<file path="config.mk">
export PLATFORM = sky130hd
export DESIGN_NAME = instruction_fetch_flat
export DESIGN_NICKNAME = d
export VERILOG_FILES = /design/src/rtl/fetch_pkg.sv /design/src/rtl/instruction_fetch_if.sv /design/src/rtl/fetch_fifo.sv /design/src/rtl/instruction_fetch.sv /design/src/flat_wrapper.sv
export SDC_FILE = /design/constraint.sdc
export NUM_CORES = 1
export LEC_CHECK = 0
export ABC_CLOCK_PERIOD_IN_PS = 11400
export CAP_MARGIN = 30
export CORE_MARGIN = 2
export CORE_UTILIZATION = 50
export CTS_CLUSTER_SIZE = 16
export DETAILED_ROUTE_END_ITERATION = 7
export PLACE_DENSITY_LB_ADDON = 0.1
export SETUP_SLACK_MARGIN = 0.1
export SLEW_MARGIN = 20
export SYNTH_ARGS = -nofsm -noshare
export SYNTH_HDL_FRONTEND = slang
export SYNTH_SLANG_ARGS = --single-unit
</file>
<file path="constraint.sdc">
create_clock -name clk -period 11.4 [get_ports clk]
set_input_delay 2.28 -clock clk [delete_from_list [all_inputs] [get_ports clk]]
set_output_delay 2.28 -clock clk [all_outputs]
set_load 0.02 [all_outputs]
</file>
<file path="src/rtl/fetch_pkg.sv">
// fetch_pkg: types and constants shared by the fetch stage and decode.
//   - fetch_state_e : fetch FSM states
//   - HALT / unconditional-B opcode masks and match values
//   - instruction field positions (opcode, 16-bit immediate)
//   - ADDR_W_DEFAULT: default PC / instruction-memory word-address width
//   - is_halt / is_b_uncond: opcode classifiers on a full 32-bit word
package fetch_pkg;

    localparam int ADDR_W_DEFAULT = 16;

    // Instruction field positions
    localparam int OPCODE_MSB = 31;
    localparam int OPCODE_LSB = 25;
    localparam int IMM_MSB    = 15;
    localparam int IMM_LSB    = 0;

    // HALT: [31:30]=2'b11, [28:25]=4'b1000, bit 29 is don't-care
    localparam logic [31:0] HALT_MASK  = 32'hDE00_0000;
    localparam logic [31:0] HALT_MATCH = 32'hD000_0000;

    // Unconditional branch: [31:25]=7'b1100000
    localparam logic [31:0] B_UNCOND_MASK  = 32'hFE00_0000;
    localparam logic [31:0] B_UNCOND_MATCH = 32'hC000_0000;

    typedef enum logic [1:0] {
        ST_IDLE = 2'd0,
        ST_REQ  = 2'd1,
        ST_WAIT = 2'd2,
        ST_HALT = 2'd3
    } fetch_state_e;

    function automatic logic is_halt(input logic [31:0] word);
        return (word & HALT_MASK) == HALT_MATCH;
    endfunction

    function automatic logic is_b_uncond(input logic [31:0] word);
        return (word & B_UNCOND_MASK) == B_UNCOND_MATCH;
    endfunction

endpackage

</file>
<file path="src/rtl/instruction_fetch_if.sv">
// instruction_fetch_if: instruction-memory read bus.
//   imem_req    master->slave  read request, held until granted
//   imem_addr   master->slave  word address, stable while imem_req=1
//   imem_gnt    slave->master  request accepted this cycle
//   imem_rvalid slave->master  read data valid (>=1 cycle after grant)
//   imem_rdata  slave->master  32-bit instruction word
// The fetch stage is the master, the memory is the slave.
interface instruction_fetch_if #(
    parameter int ADDR_W = 16
);
    logic              imem_req;
    logic [ADDR_W-1:0] imem_addr;
    logic              imem_gnt;
    logic              imem_rvalid;
    logic [31:0]       imem_rdata;

    modport master (
        output imem_req,
        output imem_addr,
        input  imem_gnt,
        input  imem_rvalid,
        input  imem_rdata
    );

    modport slave (
        input  imem_req,
        input  imem_addr,
        output imem_gnt,
        output imem_rvalid,
        output imem_rdata
    );
endinterface

</file>
<file path="src/rtl/fetch_fifo.sv">
// fetch_fifo: synchronous FIFO with flush holding {instr, pc} entries.
//   clk, rst_n : clock, asynchronous active-low reset
//   flush      : empties the queue (wins over push)
//   push, din  : write an entry; accepted when not full or when popping
//   pop        : remove the head (ignored when empty)
//   dout       : head entry, zero while empty; driven from storage flops only
//   valid      : queue not empty
//   count      : current occupancy
// DEPTH must be a power of two so the pointers wrap naturally.
module fetch_fifo #(
    parameter int WIDTH = 48,
    parameter int DEPTH = 2
) (
    input  logic                     clk,
    input  logic                     rst_n,
    input  logic                     flush,
    input  logic                     push,
    input  logic [WIDTH-1:0]         din,
    input  logic                     pop,
    output logic [WIDTH-1:0]         dout,
    output logic                     valid,
    output logic [$clog2(DEPTH):0]   count
);
    localparam int PTR_W = $clog2(DEPTH);

    logic [WIDTH-1:0] mem [DEPTH];
    logic [PTR_W-1:0] wr_ptr_reg;
    logic [PTR_W-1:0] rd_ptr_reg;
    logic [PTR_W:0]   count_reg;

    logic empty;
    logic full;
    logic pop_ok;
    logic push_ok;

    assign empty   = (count_reg == '0);
    assign full    = (count_reg == (PTR_W+1)'(DEPTH));
    assign pop_ok  = pop && !empty;
    // A push into a full queue is legal only when the head leaves the same cycle.
    assign push_ok = push && !flush && (!full || pop_ok);

    always_ff @(posedge clk or negedge rst_n) begin
        if (!rst_n) begin
            wr_ptr_reg <= '0;
            rd_ptr_reg <= '0;
            count_reg  <= '0;
        end else if (flush) begin
            wr_ptr_reg <= '0;
            rd_ptr_reg <= '0;
            count_reg  <= '0;
        end else begin
            if (push_ok) wr_ptr_reg <= wr_ptr_reg + PTR_W'(1);
            if (pop_ok)  rd_ptr_reg <= rd_ptr_reg + PTR_W'(1);
            case ({push_ok, pop_ok})
                2'b10:   count_reg <= count_reg + (PTR_W+1)'(1);
                2'b01:   count_reg <= count_reg - (PTR_W+1)'(1);
                default: count_reg <= count_reg;
            endcase
        end
    end

    // Storage carries no reset; empty entries are masked at the output.
    always_ff @(posedge clk) begin
        if (push_ok) mem[wr_ptr_reg] <= din;
    end

    assign dout  = empty ? '0 : mem[rd_ptr_reg];
    assign valid = !empty;
    assign count = count_reg;

endmodule

</file>
<file path="src/rtl/instruction_fetch.sv">
// instruction_fetch: fetch stage feeding the instruction decoder.
//   clk, rst_n   : clock, asynchronous active-low reset
//   imem         : instruction-memory read bus (master side), one request
//                  outstanding at a time
//   Instruction  : head-of-queue word to decode
//   instr_pc     : word address of Instruction
//   instr_valid  : Instruction/instr_pc valid
//   id_ready     : decode takes the head when instr_valid & id_ready
//   redirect     : flush and refetch from redirect_pc (highest priority)
//   redirect_pc  : new fetch address
//   halted       : a HALT word was fetched and fetching has stopped
// Optional macro PREDECODE_BRANCH_EN: a pushed unconditional B word
// retargets the fetch PC to its own address + sign-extended imm16.
module instruction_fetch
    import fetch_pkg::*;
#(
    parameter int                ADDR_W     = ADDR_W_DEFAULT,
    parameter int                FIFO_DEPTH = 2,
    parameter logic [ADDR_W-1:0] RESET_PC   = '0
) (
    input  logic                clk,
    input  logic                rst_n,
    instruction_fetch_if.master imem,
    output logic [31:0]         Instruction,
    output logic [ADDR_W-1:0]   instr_pc,
    output logic                instr_valid,
    input  logic                id_ready,
    input  logic                redirect,
    input  logic [ADDR_W-1:0]   redirect_pc,
    output logic                halted
);
    localparam int CNT_W = $clog2(FIFO_DEPTH) + 1;

    fetch_state_e      state_reg, state_next;
    logic [ADDR_W-1:0] pc_reg, pc_next;
    logic [ADDR_W-1:0] issued_reg, issued_next;   // address of the outstanding request
    logic              drop_reg, drop_next;       // next rvalid belongs to a stale request

    logic              req;
    logic              push;
    logic              pop;
    logic              room_after_push;
    logic [CNT_W-1:0]  fifo_count;

    assign pop = instr_valid && id_ready;

    // After this push, is there still a slot for one more outstanding request?
    assign room_after_push = (fifo_count < CNT_W'(FIFO_DEPTH - 1)) || pop;

    fetch_fifo #(
        .WIDTH (32 + ADDR_W),
        .DEPTH (FIFO_DEPTH)
    ) u_fifo (
        .clk   (clk),
        .rst_n (rst_n),
        .flush (redirect),
        .push  (push),
        .din   ({imem.imem_rdata, issued_reg}),
        .pop   (pop),
        .dout  ({Instruction, instr_pc}),
        .valid (instr_valid),
        .count (fifo_count)
    );

    always_ff @(posedge clk or negedge rst_n) begin
        if (!rst_n) begin
            state_reg  <= ST_IDLE;
            pc_reg     <= RESET_PC;
            issued_reg <= '0;
            drop_reg   <= 1'b0;
        end else begin
            state_reg  <= state_next;
            pc_reg     <= pc_next;
            issued_reg <= issued_next;
            drop_reg   <= drop_next;
        end
    end

    always_comb begin
        state_next  = state_reg;
        pc_next     = pc_reg;
        issued_next = issued_reg;
        drop_next   = drop_reg;
        req         = 1'b0;
        push        = 1'b0;

        case (state_reg)
            ST_IDLE: begin
                if (fifo_count < CNT_W'(FIFO_DEPTH)) state_next = ST_REQ;
            end
            ST_REQ: begin
                req = 1'b1;
                if (imem.imem_gnt) begin
                    state_next  = ST_WAIT;
                    pc_next     = pc_reg + ADDR_W'(1);
                    issued_next = pc_reg;
                end
            end
            ST_WAIT: begin
                if (imem.imem_rvalid) begin
                    if (drop_reg) begin
                        drop_next  = 1'b0;
                        state_next = (fifo_count < CNT_W'(FIFO_DEPTH)) ? ST_REQ : ST_IDLE;
                    end else begin
                        push = 1'b1;
                        if (is_halt(imem.imem_rdata))
                            state_next = ST_HALT;
                        else if (room_after_push)
                            state_next = ST_REQ;
                        else
                            state_next = ST_IDLE;
`ifdef PREDECODE_BRANCH_EN
                        // Nothing else is in flight here, so only the PC moves.
                        if (is_b_uncond(imem.imem_rdata))
                            pc_next = issued_reg +
                                      ADDR_W'(signed'(imem.imem_rdata[IMM_MSB:IMM_LSB]));
`endif
                    end
                end
            end
            default: ;  // ST_HALT holds until redirect or reset
        endcase

        // Redirect overrides everything above; the queue is flushed by the FIFO.
        if (redirect) begin
            pc_next    = redirect_pc;
            push       = 1'b0;
            state_next = ST_REQ;
            drop_next  = 1'b0;
            if (state_reg == ST_REQ && imem.imem_gnt) begin
                // The request just granted is now stale; swallow its response.
                state_next = ST_WAIT;
                drop_next  = 1'b1;
            end else if (state_reg == ST_WAIT && !imem.imem_rvalid) begin
                state_next = ST_WAIT;
                drop_next  = 1'b1;
            end
        end
    end

    assign imem.imem_req  = req;
    assign imem.imem_addr = pc_reg;
    assign halted         = (state_reg == ST_HALT);

endmodule

</file>
<file path="src/flat_wrapper.sv">
// flat-port wrapper written by rule: the top's interface ports become plain ports
module instruction_fetch_flat import fetch_pkg::*;
#(
    parameter int                ADDR_W     = ADDR_W_DEFAULT,
    parameter int                FIFO_DEPTH = 2,
    parameter logic [ADDR_W-1:0] RESET_PC   = '0
)
  (clk, rst_n, Instruction, instr_pc, instr_valid, id_ready, redirect, redirect_pc, halted, imem_imem_req, imem_imem_addr, imem_imem_gnt, imem_imem_rvalid, imem_imem_rdata);
  instruction_fetch_if #(.ADDR_W(ADDR_W)) imem_i ();
  input  logic clk;
  input  logic rst_n;
  output logic [31:0] Instruction;
  output logic [ADDR_W-1:0] instr_pc;
  output logic instr_valid;
  input  logic id_ready;
  input  logic redirect;
  input  logic [ADDR_W-1:0] redirect_pc;
  output logic halted;
  output wire logic [$bits(imem_i.imem_req)-1:0] imem_imem_req;
  output wire logic [$bits(imem_i.imem_addr)-1:0] imem_imem_addr;
  input wire logic [$bits(imem_i.imem_gnt)-1:0] imem_imem_gnt;
  input wire logic [$bits(imem_i.imem_rvalid)-1:0] imem_imem_rvalid;
  input wire logic [$bits(imem_i.imem_rdata)-1:0] imem_imem_rdata;
  assign imem_imem_req = imem_i.imem_req;
  assign imem_imem_addr = imem_i.imem_addr;
  assign imem_i.imem_gnt = imem_imem_gnt;
  assign imem_i.imem_rvalid = imem_imem_rvalid;
  assign imem_i.imem_rdata = imem_imem_rdata;
  instruction_fetch #(.ADDR_W(ADDR_W), .FIFO_DEPTH(FIFO_DEPTH), .RESET_PC(RESET_PC)) u_core (.clk(clk), .rst_n(rst_n), .imem(imem_i), .Instruction(Instruction), .instr_pc(instr_pc), .instr_valid(instr_valid), .id_ready(id_ready), .redirect(redirect), .redirect_pc(redirect_pc), .halted(halted));
endmodule
</file>
Word-level counts from Yosys, hierarchy flattened --
Memories as Yosys holds them, arrays and structs flattened. Cells that the tools add are included.
Operators by class: mux-type cells 33, reductions and logical operators 26, add/subtract/negate cells 5, $lt $le $gt $ge 2, equality and inequality tests 10
Operators by type and width (count):
- 16-bit 2-to-1 mux | 3
- 48-bit 2-to-1 mux | 1
- 1-bit 2-to-1 mux | 18
- 2-bit 2-to-1 mux | 9
- 16-bit by 1-bit adder with 16-bit output, second input constant | 1
- 2-bit nonzero test | 6
- 2-bit == test, second input constant | 4
- 6-bit == test, second input constant | 1
- 1-bit logical AND | 6
- 3-bit inequality test, second input constant | 2
- 2-bit one-hot mux with 3 select lines | 1
- 2-bit AND reduction | 3
- 2-bit by 1-bit == test with 1-bit output, second input constant | 2
- 1-bit zero test | 4
- 2-bit zero test | 2
- 2-bit one-hot mux with 2 select lines | 1
- 4-bit AND reduction | 1
- 4-bit nonzero test | 1
- 3-bit by 2-bit inequality test with 1-bit output, second input constant | 1
- 3-bit nonzero test | 1
- 1-bit adder, second input constant | 2
- 2-bit by 1-bit adder with 2-bit output, second input constant | 1
- 1-bit logical OR | 2
- 2-bit by 1-bit < comparator with 1-bit output, second input constant | 1
- 2 further kinds | 2
Storage, ports and cells: memories kept 1, bits of input ports 54, RAM bits 96, word-level logic and storage cells 84, output and inout bits 67, register bits 39
Memory list:
- u_core.u_fifo.mem | depth 2, bits a word 48, rd ports 1, clocked after memory_dff 0, wr ports 1, line fetch_fifo.sv:26 | logic [WIDTH-1:0] mem [DEPTH];

Longest topological paths before layout --
Gate-level depths: netlist of run 1.
word-level depth 10, gate-level depth with buffers 8

Modules after synthesis --
From an unflattened synthesis of run 1, not the netlist that was laid out.
Second synthesis, totals: cell total of the unflattened synthesis 405, area total of the unflattened synthesis 5720.5 um^2
Modules (own cells, without submodules):
- fetch_fifo | area an instance 3890.0 um^2, seq. area each 2982.9 um^2, times used 1, cells an instance 229
- instruction_fetch | area an instance 1830.5 um^2, seq. area each 875.8 um^2, times used 1, cells an instance 176

Worst setup path after synthesis of run 1 --
OpenSTA, ideal clock, no wires.
path kind input-to-reg, start point input port redirect, end point memory u_core.u_fifo.mem[0][0], enable pin, library setup time 0.460 ns, data required time 10.940 ns, cell stages on the path 3, buffers on the path 0, path slack 5.997 ns, data arrival time 4.942 ns, path through nand4bb_1 -> a21oi_1 -> nor2b_1
On the way: longest elaborated chain between the ends 5, elaborated cells between the ends (all ways) 6, those cells by class mux (3); reduce/logical (3)
Ends and longest elaborated chain:
- from (decl) | line flat_wrapper.sv:16 | input logic redirect;
- 1-bit 2-to-1 mux / 1-bit zero test (equally long branches) | line instruction_fetch.sv:125, fetch_fifo.sv:40
- 1-bit logical AND (*) (2 in a row) | line fetch_fifo.sv:40 | assign push_ok = push && !flush && (!full || pop_ok);
- 1-bit 2-to-1 mux (*) | line fetch_fifo.sv:64 | if (push_ok) mem[wr_ptr_reg] <= din;
- 1-bit 2-to-1 mux (implied by the code) (*) | line fetch_fifo.sv:64
- to (decl) | line fetch_fifo.sv:26
Mark *: on every way between the ends. The rest lies on a longest branch, timed or not.

Worst setup path after layout of run 1 --
start point register u_core.u_fifo.rd_ptr_reg, end point output port instr_pc[14]
On the way: longest elaborated chain between the ends 2
Ends and longest elaborated chain:
- from (decl) | line fetch_fifo.sv:28 | logic [PTR_W-1:0] rd_ptr_reg;
- from (signal assigned) | line fetch_fifo.sv:53 | if (pop_ok) rd_ptr_reg <= rd_ptr_reg + PTR_W'(1);
- memory 2 x 48 bit
- 48-bit 2-to-1 mux | line fetch_fifo.sv:67 | assign dout = empty ? '0 : mem[rd_ptr_reg];
- to (decl) | line flat_wrapper.sv:13 | output logic [ADDR_W-1:0] instr_pc;
No other way between the ends.

==> flow_summary.ini, run 1 <==
[place]
port_buffers = 120
place_inst = 644
hpwl_mm = 7.17
globalplace.congestion = 0.801
place_area_sq_um = 6990

[critical_path]
endpoint_kind = primary output
worstPathMaxFanout = 32
cpPeakStageDelay_ps = 700
worst_setup_path_start_kind = flip-flop
cp_slowest_cell = dfrtp_2
cp_top_family = buffers and inverters
worst-path-buf-inv = 2
cp.required_ps = 9120
crit_type = reg2out
arrival_ps = 2630
worstPathCellList = buf_4 -> mux2i_1 -> nor2_1 -> clkdlybuf4s50_1

[timing]
rsz0062_at_grt = false
hold_viol_final = 0
maxSlewHeadroom = 0.470
finalSetupTns_ps = 0
skew_ps = 8.81
period_share = 0.431
final.min_clock_period_ps = 4910
max_slew.worst_pin.slew_ps = 793
finalMaxSlewViolations = 0
timing.fmax_mhz = 204
setup_viol = 0

[synth]
ys_seq_area_frac = 0.685
yosysTopAreaCell = edfxtp_1
ys_top_cells_by_count = edfxtp_1 (96), nor2_1 (55), mux2i_1 (52)
synth.most_common_cell = edfxtp_1
synth_area_sq_um = 5630
synthTopCellsByArea = edfxtp_1 (51%), dfrtp_1 (17%), mux2i_1 (9.2%)
synth-seq-cells = 135
syn_nets = 461
yosys.area.top_type_share = 0.512
async_flop_share = 0.289
synth_edf_count = 96
ys_types = 38
netlist_instances = 400
synthFlopType = edfxtp_1
synth_area_per_cell_sq_um = 14.1
yosys_warnings = 0

[clock_tree]
cts_buffers = 17
clkTransAtPathRegs_ps = 60
cts_resized = 0
clock_latency_ps = 400
htree_levels = 4
cts_num_sinks = 135
hold_buffers = 0
post_cts_buffers = 0
cts_tree = done
cts_buffer_depth = 2
clock-root-buffer = clkbuf_16

[floorplan]
start_util = 0.515
coreArea_sq_um = 10900
die-area_sq_um = 12100
die_h_um = 110
num_io_pins = 121
die_w_um = 110
rows = 38

[global_routing]
grt_pass1_wl_mm = 17.5
grt_pass1_vias = 3521
track_usage = 0.193
grt_overflow = 0
grt_start_max_net_pins = 49
antenna_found_initial = 0

[run]
drv_cap = 0

[routing]
route.final.wire_length_mm = 10.9
firstDrtPassIters = 4
highest_layer = met4
drt-initial-drc-count = 222
drc = 0
wl_per_cell_um = 16.1
met3WireLength_um = 624
wl_met2_mm = 5.49
via_per_inst = 5.27
antenna_left = 0
vias = 3565
wl_met1_mm = 4.65

[cells_and_area]
diodes = 0
final_util = 0.689
multi_input_area_sq_um = 1680
final_cells = 677
area.growth.synth_to_final_pct = 33.8
seq_area_sq_um = 3860
largest_register_ff_count = 96
nNetsFinal = 585
fill_cells = 806
final_area_sq_um = 7540
drive_gt1_frac = 0.114

[power]
cellPowerDensity_nw_per_um2 = 214
cellLeakagePower_nw = 2.64
ir_worst_vdd_mv = 0.137

[outcome]
status = completed

[worst_hold_path]
hold_path.class = reg2reg
[layer usage]
layer	global-route usage	vias to the layer above
met3	0.0476	12
li1	-	1711
met2	0.329	108
met5	0	-
met4	0.0723	0
met1	0.239	1734
[cell families after synthesis]
group | count (synthesis) | synth area share
flip-flops | 135 | 0.685
AND/OR/NAND/NOR | 120 | 0.102
multiplexers | 68 | 0.124
AO/OA/AOI/OAI | 29 | 0.0320
buffers and inverters | 27 | 0.0195
XOR/XNOR | 14 | 0.0218
adder cells (fa/ha/maj) | 7 | 0.0155
[placed cells by master, fill, tap and decap left out, drive strengths merged, types with 2 or more instances in the layout]
master / Yosys / layout
clkbuf: 13 / 18
nor4: 6 / 6
nand3: 6 / 6
inv: 7 / 9
dfrtp: 39 / 39
edfxtp: 96 / 96
clkinv: 0 / 10
xor2: 4 / 4
nand4: 6 / 6
and2: 2 / 2
mux2i: 52 / 52
nor3: 6 / 6
ha: 7 / 7
clkinvlp: 0 / 2
clkdlybuf4s50: 0 / 119
nand2b: 2 / 2
nand2: 24 / 24
nor2b: 6 / 6
xnor2: 10 / 10
buf: 7 / 6
mux2: 16 / 16
o21ai: 21 / 21
nor2: 55 / 55
[stage by stage]
step | hold WS, ps | power, W | setup WS (ps)
2_1_floorplan | 437 | 0.000933 | 6000
4_1_cts | 460 | 0.00163 | 6450
6_report | 460 | 0.00161 | 6490
3_5_place_dp | 451 | 0.00115 | 6350
3_3_place_gp | 445 | 0.00112 | 6410
5_1_grt | 477 | 0.00170 | 6330
[final timing paths]
path | depth (start not counted) | startpoint | endpoint | slack, ps
max in group asynchronous | 2 | rst_n | u_core.u_fifo.rd_ptr_reg | 9230
worst max register to register | 7 | u_core.u_fifo.count[1] | u_core.u_fifo.mem[0][1] | 8280
worst max-delay path | 4 | u_core.u_fifo.rd_ptr_reg | instr_pc[14] | 6490
min in group asynchronous | 1 | rst_n | u_core.imem.imem_addr[10] | 1720
worst min-delay path | 0 | u_core.issued_reg[1] | u_core.u_fifo.mem[1][1] | 460
worst min register to register | 0 | u_core.issued_reg[1] | u_core.u_fifo.mem[1][1] | 460
[power by group]
group          internal [W]  switching (W)  total, W
combinational      0.000239       0.000251  0.000490
sequential         0.000595      0.0000492  0.000644
clock              0.000278       0.000200  0.000478
[cell type report]
| cell class | count | area share |
|---|---|---|
| clock inverters | 14 | 0.0138 |
| well taps | 140 | 0.0232 |
| inverters | 7 | 0.00349 |
| clock buffers | 18 | 0.0569 |
| multi-input cells | 238 | 0.223 |
| repair buffers | 125 | 0.168 |
| flip-flops and latches | 135 | 0.512 |
Note: power is estimated with default switching activity, not from simulation.
==> run 2, diff against run 1 <==
--- a/config.mk
+++ b/config.mk
@@ -5,7 +5,7 @@
 export SDC_FILE = /design/constraint.sdc
 export NUM_CORES = 1
 export LEC_CHECK = 0
-export ABC_CLOCK_PERIOD_IN_PS = 11400
+export ABC_CLOCK_PERIOD_IN_PS = 4600
 export CAP_MARGIN = 30
 export CORE_MARGIN = 2
 export CORE_UTILIZATION = 50
==> constraint.sdc (replaced) <==
create_clock -name clk -period 4.6 [get_ports clk]
set_input_delay 0.92 -clock clk [delete_from_list [all_inputs] [get_ports clk]]
set_output_delay 0.92 -clock clk [all_outputs]
set_load 0.02 [all_outputs]
==> run 2 against run 1 <==
First-iteration DRC count decreased by 12%. Worst setup slack got worse by 5400 ps. Non-clock buffer count increased by 2. Largest power group unchanged.
==> flow_summary.ini, run 2 (synthesis results as in run 1) <==
[timing]
rsz0062_at_grt = false
maxSlewHeadroom = 0.456
period_share = 0.755
finalMaxSlewViolations = 0
max_slew.worst_pin.slew_ps = 815
timing.fmax_mhz = 288
hold_viol_final = 0
skew_ps = 6.17
setup_viol = 0
setup_slack_ps = 1130
final.min_clock_period_ps = 3470
finalSetupTns_ps = 0

[clock_tree]
clock-root-buffer = clkbuf_16
cts_tree = done
cts_resized = 0
hold_buffers = 0
clock_latency_ps = 400
cts_num_sinks = 135
cts_buffer_depth = 2
clkTransAtPathRegs_ps = 60
cts_buffers = 17
htree_levels = 4
post_cts_buffers = 0

[critical_path]
worstPathCellList = buf_4 -> mux2i_1 -> nor2_1 -> clkdlybuf4s50_1
worstPathMaxFanout = 28
cpPeakStageDelay_ps = 890
endpoint_kind = primary output
cp_top_family = buffers and inverters
worst_setup_path_start_kind = flip-flop
cp_slowest_cell = dfrtp_2
r2r_setup_slack_ps = 1970
arrival_ps = 2550
worst-path-buf-inv = 2
crit_type = reg2out
cp.required_ps = 3680

[global_routing]
track_usage = 0.192
grt_pass1_wl_mm = 17.2
grt_pass1_vias = 3411
antenna_found_initial = 0
grt_overflow = 0
grt_start_max_net_pins = 47

[routing]
via_per_inst = 5.13
route.final.wire_length_mm = 11.1
firstDrtPassIters = 4
vias = 3480
drt-initial-drc-count = 195
wl_per_cell_um = 16.3
drc = 0
antenna_left = 0

[place]
port_buffers = 120
hpwl_mm = 7.33
pre_cts_slack_ps = 1400
globalplace.congestion = 0.774

[floorplan]
coreArea_sq_um = 10900
start_util = 0.515
die_h_um = 110
die_w_um = 110
rows = 38
die-area_sq_um = 12100
num_io_pins = 121

[power]
ir_worst_vdd_mv = 0.267
cellLeakagePower_nw = 2.66
cellPowerDensity_nw_per_um2 = 542

[run]
drv_cap = 0

[cells_and_area]
drive_gt1_frac = 0.115
nNetsFinal = 587
diodes = 0
area.growth.synth_to_final_pct = 35.0
mostFrequentLayoutCells = clkdlybuf4s50_1 (119), edfxtp_1 (96), nor2_1 (55)
largest_register_ff_count = 96
fill_cells = 802
layout_commonest_cell = clkdlybuf4s50_1

[worst_hold_path]
hold_path.class = in2async

[outcome]
status = completed
-- run 2: cell count changes in the layout (fill, tap and decap cells not counted) --
cell | previous run | this run
and2_4 | 1 | 0
buf_4 | 3 | 4
and2_2 | 0 | 1
inv_6 | 2 | 1
buf_16 | 1 | 0
bufinv_16 | 0 | 3
clkinv_4 | 6 | 0
clkinv_1 | 1 | 2
buf_12 | 1 | 3
clkinvlp_4 | 2 | 5
clkbuf_1 | 1 | 0
-- run 2: per-stage QoR --
step | std cells | total power (W) | instance area [sq um] | utilization | hold slack, ps
after global routing | 678 | 0.00433 | 7610 | 0.696 | 366
after detailed placement | 646 | 0.00284 | 7000 | 0.641 | 451
after floorplan | 400 | 0.00231 | 5630 | - | 437
final | 678 | 0.00412 | 7610 | 0.696 | 368
after global placement | 645 | 0.00279 | 6980 | 0.639 | 446
after CTS | 677 | 0.00416 | 7590 | 0.694 | 470
-- run 2: area by class of cell --
class | count | area [sq um] | area share
Clock buffer | 17 | 425 | 0.0559
Clock inverter | 14 | 159 | 0.0209
Inverter | 7 | 26.3 | 0.00345
Multi-Input combinational cell | 238 | 1680 | 0.220
Sequential cell | 135 | 3860 | 0.507
Tap cell | 140 | 175 | 0.0230
Timing Repair Buffer | 127 | 1290 | 0.169
-- run 2: report_power, final --
group,switching [W],total [W],internal [W]
Sequential,0.000136,0.00161,0.00147
Clock,0.000481,0.00132,0.000842
Combinational,0.000601,0.00119,0.000588
-- run 2: metal layers --
| metal | GRT usage | part of all wire | vias up | wire [um] |
|---|---|---|---|---|
| met4 | 0.0455 | 0.0067 | 0 | 74 |
| met2 | 0.329 | 0.51 | 98 | 5630 |
| li1 | - | - | 1710 | - |
| met1 | 0.241 | 0.44 | 1666 | 4830 |
| met3 | 0.0606 | 0.048 | 6 | 535 |
| met5 | 0 | 0 | - | 0 |
-- run 2: path summary, 6_finish.rpt --
path / to / cells past startpoint / from
max: instr_pc[8] / 4 / u_core.u_fifo.rd_ptr_reg
min: u_core.imem.imem_addr[11] / 1 / rst_n
max reg2reg: u_core.u_fifo.mem[0][37] / 6 / u_core.u_fifo.count[1]
min reg2reg: u_core.u_fifo.mem[0][0] / 0 / u_core.issued_reg[0]
max in group asynchronous: u_core.u_fifo.rd_ptr_reg / 2 / rst_n
min in group clk: u_core.u_fifo.mem[0][0] / 0 / u_core.issued_reg[0]
-- run 2: worst reg2reg max path: cells and delay by family, from the launching register on --
| family | cells | cell delay, ps |
|---|---|---|
| AOI/OAI and AO/OA | 1 | 280 |
| adders and majority gates | 1 | 300 |
| buffers and inverters | 2 | 630 |
| DFF | 1 | 430 |
| and+or+nand+nor | 2 | 590 |
==> run 3, diff against run 2 <==
--- a/config.mk
+++ b/config.mk
@@ -5,10 +5,10 @@
 export SDC_FILE = /design/constraint.sdc
 export NUM_CORES = 1
 export LEC_CHECK = 0
-export ABC_CLOCK_PERIOD_IN_PS = 4600
+export ABC_CLOCK_PERIOD_IN_PS = 3100
 export CAP_MARGIN = 30
 export CORE_MARGIN = 2
-export CORE_UTILIZATION = 50
+export CORE_UTILIZATION = 46
 export CTS_CLUSTER_SIZE = 16
 export DETAILED_ROUTE_END_ITERATION = 7
 export PLACE_DENSITY_LB_ADDON = 0.1
==> constraint.sdc (replaced) <==
create_clock -name clk -period 3.1 [get_ports clk]
set_input_delay 0.62 -clock clk [delete_from_list [all_inputs] [get_ports clk]]
set_output_delay 0.62 -clock clk [all_outputs]
set_load 0.02 [all_outputs]
==> run 3 against run 2 <==
Via count up 2.2%. Die area up 8.4%. Routed wire length up 1.7%. Highest routed layer unchanged.
==> flow_summary.ini, run 3 (synthesis results as in run 1) <==
[outcome]
status = completed

[timing]
finalMaxSlewViolations = 0
timing.fmax_mhz = 353
rsz0062_at_grt = false
hold_viol_final = 0
finalSetupTns_ps = 0
setup_viol = 0
max_slew.worst_pin.slew_ps = 757
period_share = 0.913
skew_ps = 8.43
setup_slack_ps = 269
final.min_clock_period_ps = 2830
maxSlewHeadroom = 0.494

[floorplan]
die_h_um = 115
num_io_pins = 121
die_w_um = 115
rows = 40
coreArea_sq_um = 12000
start_util = 0.471
die-area_sq_um = 13100

[cells_and_area]
diodes = 0
mostFrequentLayoutCells = clkdlybuf4s50_1 (119), edfxtp_1 (96), nor2_1 (55)
final_util = 0.644
layout_commonest_cell = clkdlybuf4s50_1
area.growth.synth_to_final_pct = 36.8
drive_gt1_frac = 0.122
nNetsFinal = 590
largest_register_ff_count = 96

[global_routing]
antenna_found_initial = 0
grt.busiest_layer = met2
track_usage = 0.186
grt_pass1_vias = 3735
grt_start_max_net_pins = 46
use_met1 = 0.248
use_met3 = 0.0392
grt_overflow = 0
grt_pass1_wl_mm = 18.7
use_met2 = 0.302

[critical_path]
worst_setup_path_start_kind = flip-flop
reg2reg_depth = 7
cpPeakStageDelay_ps = 620
endpoint_kind = primary output
crit_type = reg2out
r2r_setup_slack_ps = 740
arrival_ps = 2210
r2r-start = u_core.u_fifo.count[1]
worstPathCellList = inv_1 -> ha_4 -> buf_4 -> nor2_1 -> clkdlybuf4s50_1
cp_slowest_cell = clkdlybuf4s50_1
rr_endpoint = u_core.u_fifo.mem[1][33]
worstPathMaxFanout = 20
cp.required_ps = 2480

[routing]
route.final.wire_length_mm = 11.3
via_per_inst = 5.16
drt-initial-drc-count = 169
firstDrtPassIters = 4
drc = 0
antenna_left = 0
vias = 3557
wl_per_cell_um = 16.3

[run]
drv_cap = 0

[clock_tree]
cts_buffer_depth = 2
cts_tree = done
clock_latency_ps = 400
cts_num_sinks = 135
cts_buffers = 17
post_cts_buffers = 0
htree_levels = 4
hold_buffers = 0
clock-root-buffer = clkbuf_16
clkTransAtPathRegs_ps = 60

[power]
cellPowerDensity_nw_per_um2 = 810
ir_worst_vdd_mv = 0.373
cellLeakagePower_nw = 2.72

[worst_hold_path]
hold_path.class = in2async

[place]
pre_cts_slack_ps = 509
port_buffers = 120
hpwl_mm = 7.49
globalplace.congestion = 0.734
## run 3: cell count changes in the layout (fill, tap and decap cells not counted), sizes merged
cell	previous run	this run
inv	8	10
clkbuf	17	23
bufinv	3	2
buf	8	11
clkinv	5	3
clkinvlp	5	1
## run 3: critical path, delay by kind of cell, from the launching register on
| kind | cells | cell delay [ps] |
|---|---|---|
| buffers and inverters | 3 | 970 |
| AND/OR/NAND/NOR | 1 | 150 |
| adder cells (fa/ha/maj) | 1 | 260 |
| flip-flops | 1 | 420 |
## run 3: layer usage
metal / vias to the layer above / routed length [um]
li1: 1722 / -
met1: 1735 / 5130
met2: 94 / 5550
met3: 6 / 486
met4: 0 / 93
met5: - / 0
## run 3: report_power, final
group	leakage [nW]	switching, W	internal (W)
Clock	0.305	0.000720	0.00133
Sequential	1.34	0.000172	0.00219
Combinational	1.07	0.000945	0.000887
Total	2.72	0.00184	0.00440
## run 3: cell type report
class                      count  area (sq um)
sequential                   135          3860
multi-input combinational    238          1690
fill                         935          4250
inverter                       7          26.3
tap                          147           184
clock inverter                 9           111
clock buffer                  23           510
timing repair buffer         130          1330
## run 3: worst max-delay path by stage
stage / from / endpoint / depth (start not counted)
after floorplan: u_core.u_fifo.count[1] / u_core.u_fifo.mem[0][0] / 6
after global placement: u_core.u_fifo.count[1] / Instruction[30] / 5
after detailed placement: u_core.u_fifo.count[1] / Instruction[30] / 5
after CTS: u_core.u_fifo.count[1] / Instruction[30] / 5
after global routing: u_core.u_fifo.count[1] / Instruction[8] / 5
final: u_core.u_fifo.count[1] / Instruction[30] / 5
## run 3: what timing repair did
action | 4_1_cts | 5_1_grt
gates resized for setup | 1 | 0
setup endpoints to repair | 30 | 0
endpoints found under the hold margin | 0 | 0
## run 3: metrics by stage
step	instance area, sq um	hold slack (ps)	power (W)	instances
after floorplan	5640	324	0.00343	400
after global placement	7050	446	0.00418	656
after detailed placement	7050	455	0.00422	656
after CTS	7680	372	0.00630	688
after global routing	7710	158	0.00653	689
final	7710	149	0.00624	689
